<file path="config.mk">
export PLATFORM = sky130hd
export DESIGN_NAME = x1_resp_fifo
export DESIGN_NICKNAME = d
export VERILOG_FILES = /design/src/rtl/x1_resp_fifo.sv
export SDC_FILE = /design/constraint.sdc
export NUM_CORES = 1
export LEC_CHECK = 0
export BUFFER_PORTS_ARGS = -buffer_cell sky130_fd_sc_hd__buf_2
export CAP_MARGIN = 40
export CORE_ASPECT_RATIO = 0.7
export CORE_UTILIZATION = 56
export DETAILED_ROUTE_END_ITERATION = 7
export PLACE_DENSITY = 0.77
export SKIP_CTS_REPAIR_TIMING = 1
export SLEW_MARGIN = 20
export SYNTH_ARGS = -nofsm -noshare
export SYNTH_HDL_FRONTEND = slang
export SYNTH_SLANG_ARGS = --single-unit
</file>
<file path="constraint.sdc">
create_clock -name clk -period 3.5 [get_ports clk]
set_input_delay 0.525 -clock clk [delete_from_list [all_inputs] [get_ports clk]]
set_output_delay 0.525 -clock clk [all_outputs]
set_load 0.005 [all_outputs]
</file>
<file path="src/rtl/x1_resp_fifo.sv">
// ---------------------------------------------------------------------------
// x1_resp_fifo
//
// Buffers x1 response words between the x1 output bus and a downstream
// consumer. Outputs come only from registers, so a word pushed into an
// empty FIFO shows up on out_data one cycle later.
//
// Optional feature: define X1_PAIR_CHECK_EN to enable the complementary-pair
// checker. Each accepted word is checked for four signal pairs that must be
// complements of each other. Without the macro, err_pair and err_cnt are tied
// to zero, err_clr is ignored, and no checker logic is built.
//
// Handshake rules: a transfer happens on a rising edge when valid and ready
// are both 1. Ready never depends on valid in the same cycle. A producer
// that has raised valid keeps its word on the bus until the transfer.
//
// Parameters
//   DEPTH     number of entries (2, 4, 8 or 16)
//   W         response word width (35)
// Ports
//   clk       clock; all state changes on its rising edge
//   rst_n     synchronous active-low reset
//   in_data   x1 response word (bit 34 = a1 ... bit 0 = z1)
//   in_valid  in_data is valid
//   in_ready  FIFO can accept a word (level != DEPTH)
//   out_data  head-of-FIFO word
//   out_valid out_data is valid (level != 0)
//   out_ready consumer accepts out_data
//   level     current occupancy, 0..DEPTH
//   err_pair  sticky complementary-pair violation mask
//   err_cnt   saturating count of violating words
//   err_clr   single-cycle clear of err_pair / err_cnt
// ---------------------------------------------------------------------------
module x1_resp_fifo #(
    parameter int DEPTH = 4,
    parameter int W     = 35
) (
    input  logic         clk,
    input  logic         rst_n,
    input  logic [W-1:0] in_data,
    input  logic         in_valid,
    output logic         in_ready,
    output logic [W-1:0] out_data,
    output logic         out_valid,
    input  logic         out_ready,
    output logic [4:0]   level,
    output logic [3:0]   err_pair,
    output logic [7:0]   err_cnt,
    input  logic         err_clr
);

    localparam int         AW       = $clog2(DEPTH);
    localparam logic [4:0] FULL_LVL = 5'(DEPTH);

    logic [W-1:0]  mem [DEPTH];
    logic [AW-1:0] wr_ptr;
    logic [AW-1:0] rd_ptr;
    logic [4:0]    level_q;
    logic          push;
    logic          pop;

    // Ready and valid depend only on the registered occupancy.
    assign in_ready  = (level_q != FULL_LVL);
    assign out_valid = (level_q != 5'd0);
    assign out_data  = mem[rd_ptr];
    assign level     = level_q;

    assign push = in_valid  && in_ready;
    assign pop  = out_valid && out_ready;

    // The storage array has no reset. The write is gated with rst_n so that
    // a push in the reset cycle leaves no trace.
    always_ff @(posedge clk) begin
        if (rst_n && push) begin
            mem[wr_ptr] <= in_data;
        end
    end

    // DEPTH is a power of two, so the pointers wrap on their own.
    always_ff @(posedge clk) begin
        if (!rst_n) begin
            wr_ptr  <= '0;
            rd_ptr  <= '0;
            level_q <= 5'd0;
        end else begin
            if (push) wr_ptr <= wr_ptr + AW'(1);
            if (pop)  rd_ptr <= rd_ptr + AW'(1);
            case ({push, pop})
                2'b10:   level_q <= level_q + 5'd1;
                2'b01:   level_q <= level_q - 5'd1;
                default: level_q <= level_q;
            endcase
        end
    end

`ifdef X1_PAIR_CHECK_EN
    logic [3:0] pair_fail;

    // A pair fails when its two bits are equal instead of complementary.
    // The mask order is P3 (y1/x1), P2 (i2/h2), P1 (f2/g2), P0 (d2/e2).
    assign pair_fail = {in_data[1]  == in_data[2],
                        in_data[17] == in_data[19],
                        in_data[23] == in_data[24],
                        in_data[27] == in_data[25]};

    // When err_clr and a violating push happen in the same cycle, the
    // clear wins for the old history. The new word is still recorded.
    always_ff @(posedge clk) begin
        if (!rst_n) begin
            err_pair <= 4'd0;
            err_cnt  <= 8'd0;
        end else if (err_clr) begin
            err_pair <= push ? pair_fail : 4'd0;
            err_cnt  <= (push && (pair_fail != 4'd0)) ? 8'd1 : 8'd0;
        end else if (push && (pair_fail != 4'd0)) begin
            err_pair <= err_pair | pair_fail;
            if (err_cnt != 8'hFF) err_cnt <= err_cnt + 8'd1;
        end
    end
`else
    logic unused_err_clr;

    assign err_pair       = 4'd0;
    assign err_cnt        = 8'd0;
    assign unused_err_clr = err_clr;
`endif

endmodule

</file>
==> impl_summary.md <==
Outcome
The flow ran to the end, and the final reports show no timing, DRC or antenna violations.

Final layout
Leaving out fill and tap cells, the most frequent cells in the layout are sky130_fd_sc_hd__edfxtp_1 (140), sky130_fd_sc_hd__buf_2 (80), sky130_fd_sc_hd__mux4_2 (35). The register area is ~4400 um^2. The finished cells cover between 6000 and 7000 um^2. The most common library cell in the layout ignoring fill and taps is sky130_fd_sc_hd__edfxtp_1. The layout overhead on the synthesized area is 20.85%. In the final layout, the share of cells above drive strength 1 is roughly 43%.

The antenna diode count is 0. Counting the fill cells in the layout gives a little over 600. The utilization after layout is between 70% and 80%.

The area of the multi-input gates is between 1000 and 1500 um^2. In the final design database the tool counted around 410 nets.

Power
The static leakage is between 2 and 2.5 nW. Summed over all nets, the switching power comes to roughly 1.3 mW. Power spread over the standard cell area amounts to approximately 730 nW/um^2.

The clock network burns 35.1% of the power. The switching portion of total power is 24.57%. The internal power of the cells totals between 3 and 4 mW. Combinational logic burns between 20% and 30% of the power. VDD sags by at most approximately 0.00052 V. The power share of the sequential group is 44.1%.

Timing
The worst path needs roughly 2.7 ns of the cycle, external delays included. Headroom to the max-slew limit came out at 61.16%. Across the routed clock network, the largest skew measured is roughly 0.0041 ns. The worst setup margin is around 0.82 ns.

The number of setup violations in the final report is 0. Across all hold checks on the routed design, the worst slack comes to 0.3278 ns. The number of pins exceeding their max-slew limit in the final report is 0.

Adding up every negative setup slack in the final design gives 0 ns. The final critical path takes up 76.66% of the cycle. The count of endpoints failing hold in the final timing report is 0. The transition time at the pin with the least slew margin is roughly 0.58 ns. Based on the critical path, the design can be clocked at up to between 300 and 400 MHz. Setup repair after global routing left no endpoint under its margin.

Clock network
TritonCTS built the clock tree. Counting every sink on the clock net gives ~150. No sink is reached through more buffers than the 2 on the longest clock path. Clock-pin slew was measured on the worst setup and hold paths at 0.06 ns. The H-tree was split into 4 levels. The total CTS buffers is 17. The cell at the root of the clock tree is sky130_fd_sc_hd__clkbuf_16. The later-pin clock latency in the skew report is just over 0.4 ns.

Die
In this run the core area contains 30 standard-cell rows. Once the floorplan was initialized, standard cells occupied around three fifths of the core. The die outline area is 10760 um^2. The die is 123.5 um wide. In this run the count of I/O pins placed on the die edge is 94.

The floorplan step set the die height to between 80 and 90 um. The core area is just under 10000 um^2.

Synthesis
For this run, the leading register cell type out of synthesis is sky130_fd_sc_hd__edfxtp_1. Dividing the synthesized area by the synthesized cell count gives around 22 um^2. The sequential area share after synthesis is between 70% and 80%.

For this run, the number of Yosys warnings is 0. Of the post-synthesis cell area, the dominant cell type holds 72.60%. The number of enable flip-flop cells after synthesis is between 100 and 150.

After synthesis the cells add up to about 5800 um^2. The synthesized netlist contains 31 unique library cells. The synthesized design spends more area on one cell type than any other, namely sky130_fd_sc_hd__edfxtp_1. After synthesis, the share of flip-flops with an asynchronous set or reset is 0%. The number of synthesized register bits is 151. The number of instances in the synthesized netlist is between 200 and 300. Yosys attributes the largest share of cell area to sky130_fd_sc_hd__edfxtp_1 (73%), sky130_fd_sc_hd__mux4_2 (14%), sky130_fd_sc_hd__dfxtp_1 (3.8%).

Routing
The vias after detailed routing is roughly 2700. The detail route stage leaves a number of antenna-violating nets equal to 0. After detailed routing, the average wire length per cell comes to a little under 20 um.

The number of vias per cell after detailed routing is 5.421. After detailed routing, the number of remaining DRC violations is 0. The number of search-and-repair iterations in the first detailed-routing pass is 4. The number of DRC markers after the initial detailed-route iteration is about 110.

After detailed routing, the total wire length is around 9.6 mm.

Min path
The hold path startpoint is in_data[12]. The path type of the worst min-delay path is input port to flip-flop.

Global route
The number of antenna violations at the first check in global routing was 0. The largest net degree at the start of global routing is 24. The first-pass GRT wire length is about 14 mm. The number of global-route vias before repair is around 2700. After global routing the overflow that remains totals 0. The aggregate global-route resource usage is between 10% and 20%.

Critical path
The category of the worst setup path launch point is a flip-flop. The startpoint of the worst-slack reg-to-reg timing path is level[0]$_SDFFE_PN0P_. The worst endpoint required time is a little under 4 ns. The critical path goes through or4_4, o21a_2, ha_1, ha_1, a21o_2, a21oi_1, or4b_2, nand3_1.

The kind of cell with the highest combined delay along the critical path is simple AND/OR/NAND/NOR gates. The arrival time at the worst endpoint is around 3.0 ns. The most numerous cell type found on the critical path is sky130_fd_sc_hd__ha_1. The largest stage delay on the critical path is 0.61 ns. STA classifies the critical path endpoint as a flip-flop. The maximum fanout along the worst path is 6. The largest individual stage delay along the critical path comes from the cell sky130_fd_sc_hd__or4b_2. The critical path contains buffers and inverters numbering 0 combined. The critical path is of the flip-flop to flip-flop type. In this run the worst setup path begins at level[0]$_SDFFE_PN0P_.

Placed design
The post-detailed-placement cell area is roughly 6400 um^2. The post-placement setup slack is between 0.8 and 0.9 ns. The routability congestion estimate from global placement is ~0.80.

Detailed placement ended at an HPWL of roughly 6 mm. The number of buffers inserted by port buffering is 80.

Run
The tool flagged a number of max-cap violations equal to 0.
## synth_stat cells (2+ instances only)
cell	instances
sky130_fd_sc_hd__nand2_1	4
sky130_fd_sc_hd__edfxtp_1	140
sky130_fd_sc_hd__clkbuf_1	6
sky130_fd_sc_hd__ha_1	8
sky130_fd_sc_hd__mux4_2	35
sky130_fd_sc_hd__mux2i_1	3
sky130_fd_sc_hd__buf_4	12
sky130_fd_sc_hd__buf_2	4
sky130_fd_sc_hd__a21oi_1	3
sky130_fd_sc_hd__xnor2_1	4
sky130_fd_sc_hd__nand2b_1	2
sky130_fd_sc_hd__nand3_1	3
sky130_fd_sc_hd__inv_1	3
sky130_fd_sc_hd__nor2b_1	4
sky130_fd_sc_hd__and2_1	4
sky130_fd_sc_hd__dfxtp_1	11
sky130_fd_sc_hd__and3_1	4
## flip-flops by register name, summed over array words and instances (netlist names), named ones only
register / cells
level: 5
mem: 140
wr_ptr: 2
rd_ptr: 2
## power by group through the flow
stage | clock, mW | sequential [mW] | combinational (mW)
6_report | 1.80 | 2.26 | 1.07
5_1_grt | 1.91 | 2.29 | 1.17
4_1_cts | 1.83 | 2.27 | 1.09
3_5_place_dp | 0 | 2.30 | 1.08
3_3_place_gp | 0 | 2.31 | 1.01
2_1_floorplan | 0 | 2.22 | 0.753
## metal layers
metal / GRT usage, % / routed length [um] / part of all wire, % / up-vias
li1: - / - / - / 1250
met1: 24.45 / 4196 / 44 / 1368
met2: 31.23 / 4730 / 49 / 74
met3: 7.723 / 574 / 6.0 / 13
met4: 6.572 / 89 / 0.93 / 0
met5: 0 / 0 / 0 / -
## cell families (layout without fill, tap and decap cells)
logic type               after synthesis  count (layout)  share of synthesized area, %
XOR/XNOR                               5               5                        0.8859
AO/OA/AOI/OAI                          8               8                         1.059
buffers and inverters                 25             121                         2.485
flip-flops                           151             151                         76.40
multiplexers                          38              38                         14.13
AND/OR/NAND/NOR                       27              27                         2.895
adder cells (fa/ha/maj)                9               9                         2.074
other                                  1              12                       0.06476
## layout make-up
class | instances | share of cell area [%]
sequential | 151 | 63.26
multi-input combinational | 99 | 18.13
timing repair buffer | 86 | 7.760
clock buffer | 20 | 6.240
tap | 128 | 2.289
clock inverter | 12 | 2.163
inverter | 3 | 0.1609
## path summary, 6_finish.rpt
check / to / slack (ns) / cells past startpoint
min reg2reg: level[4]$_SDFFE_PN0P_ / 0.52 / 2
min: mem[2][12]$_DFFE_PP_ / 0.33 / 1
max reg2reg: level[3]$_SDFFE_PN0P_ / 0.82 / 8
max: level[3]$_SDFFE_PN0P_ / 0.82 / 8
## metrics by stage
| stage | total power [mW] | std cells |
|---|---|---|
| floorplan | 2.972 | 275 |
| global placement | 3.326 | 462 |
| detailed placement | 3.382 | 467 |
| CTS | 5.182 | 499 |
| global route | 5.361 | 499 |
| finish | 5.124 | 499 |
Power figures use the tool's default switching activity.
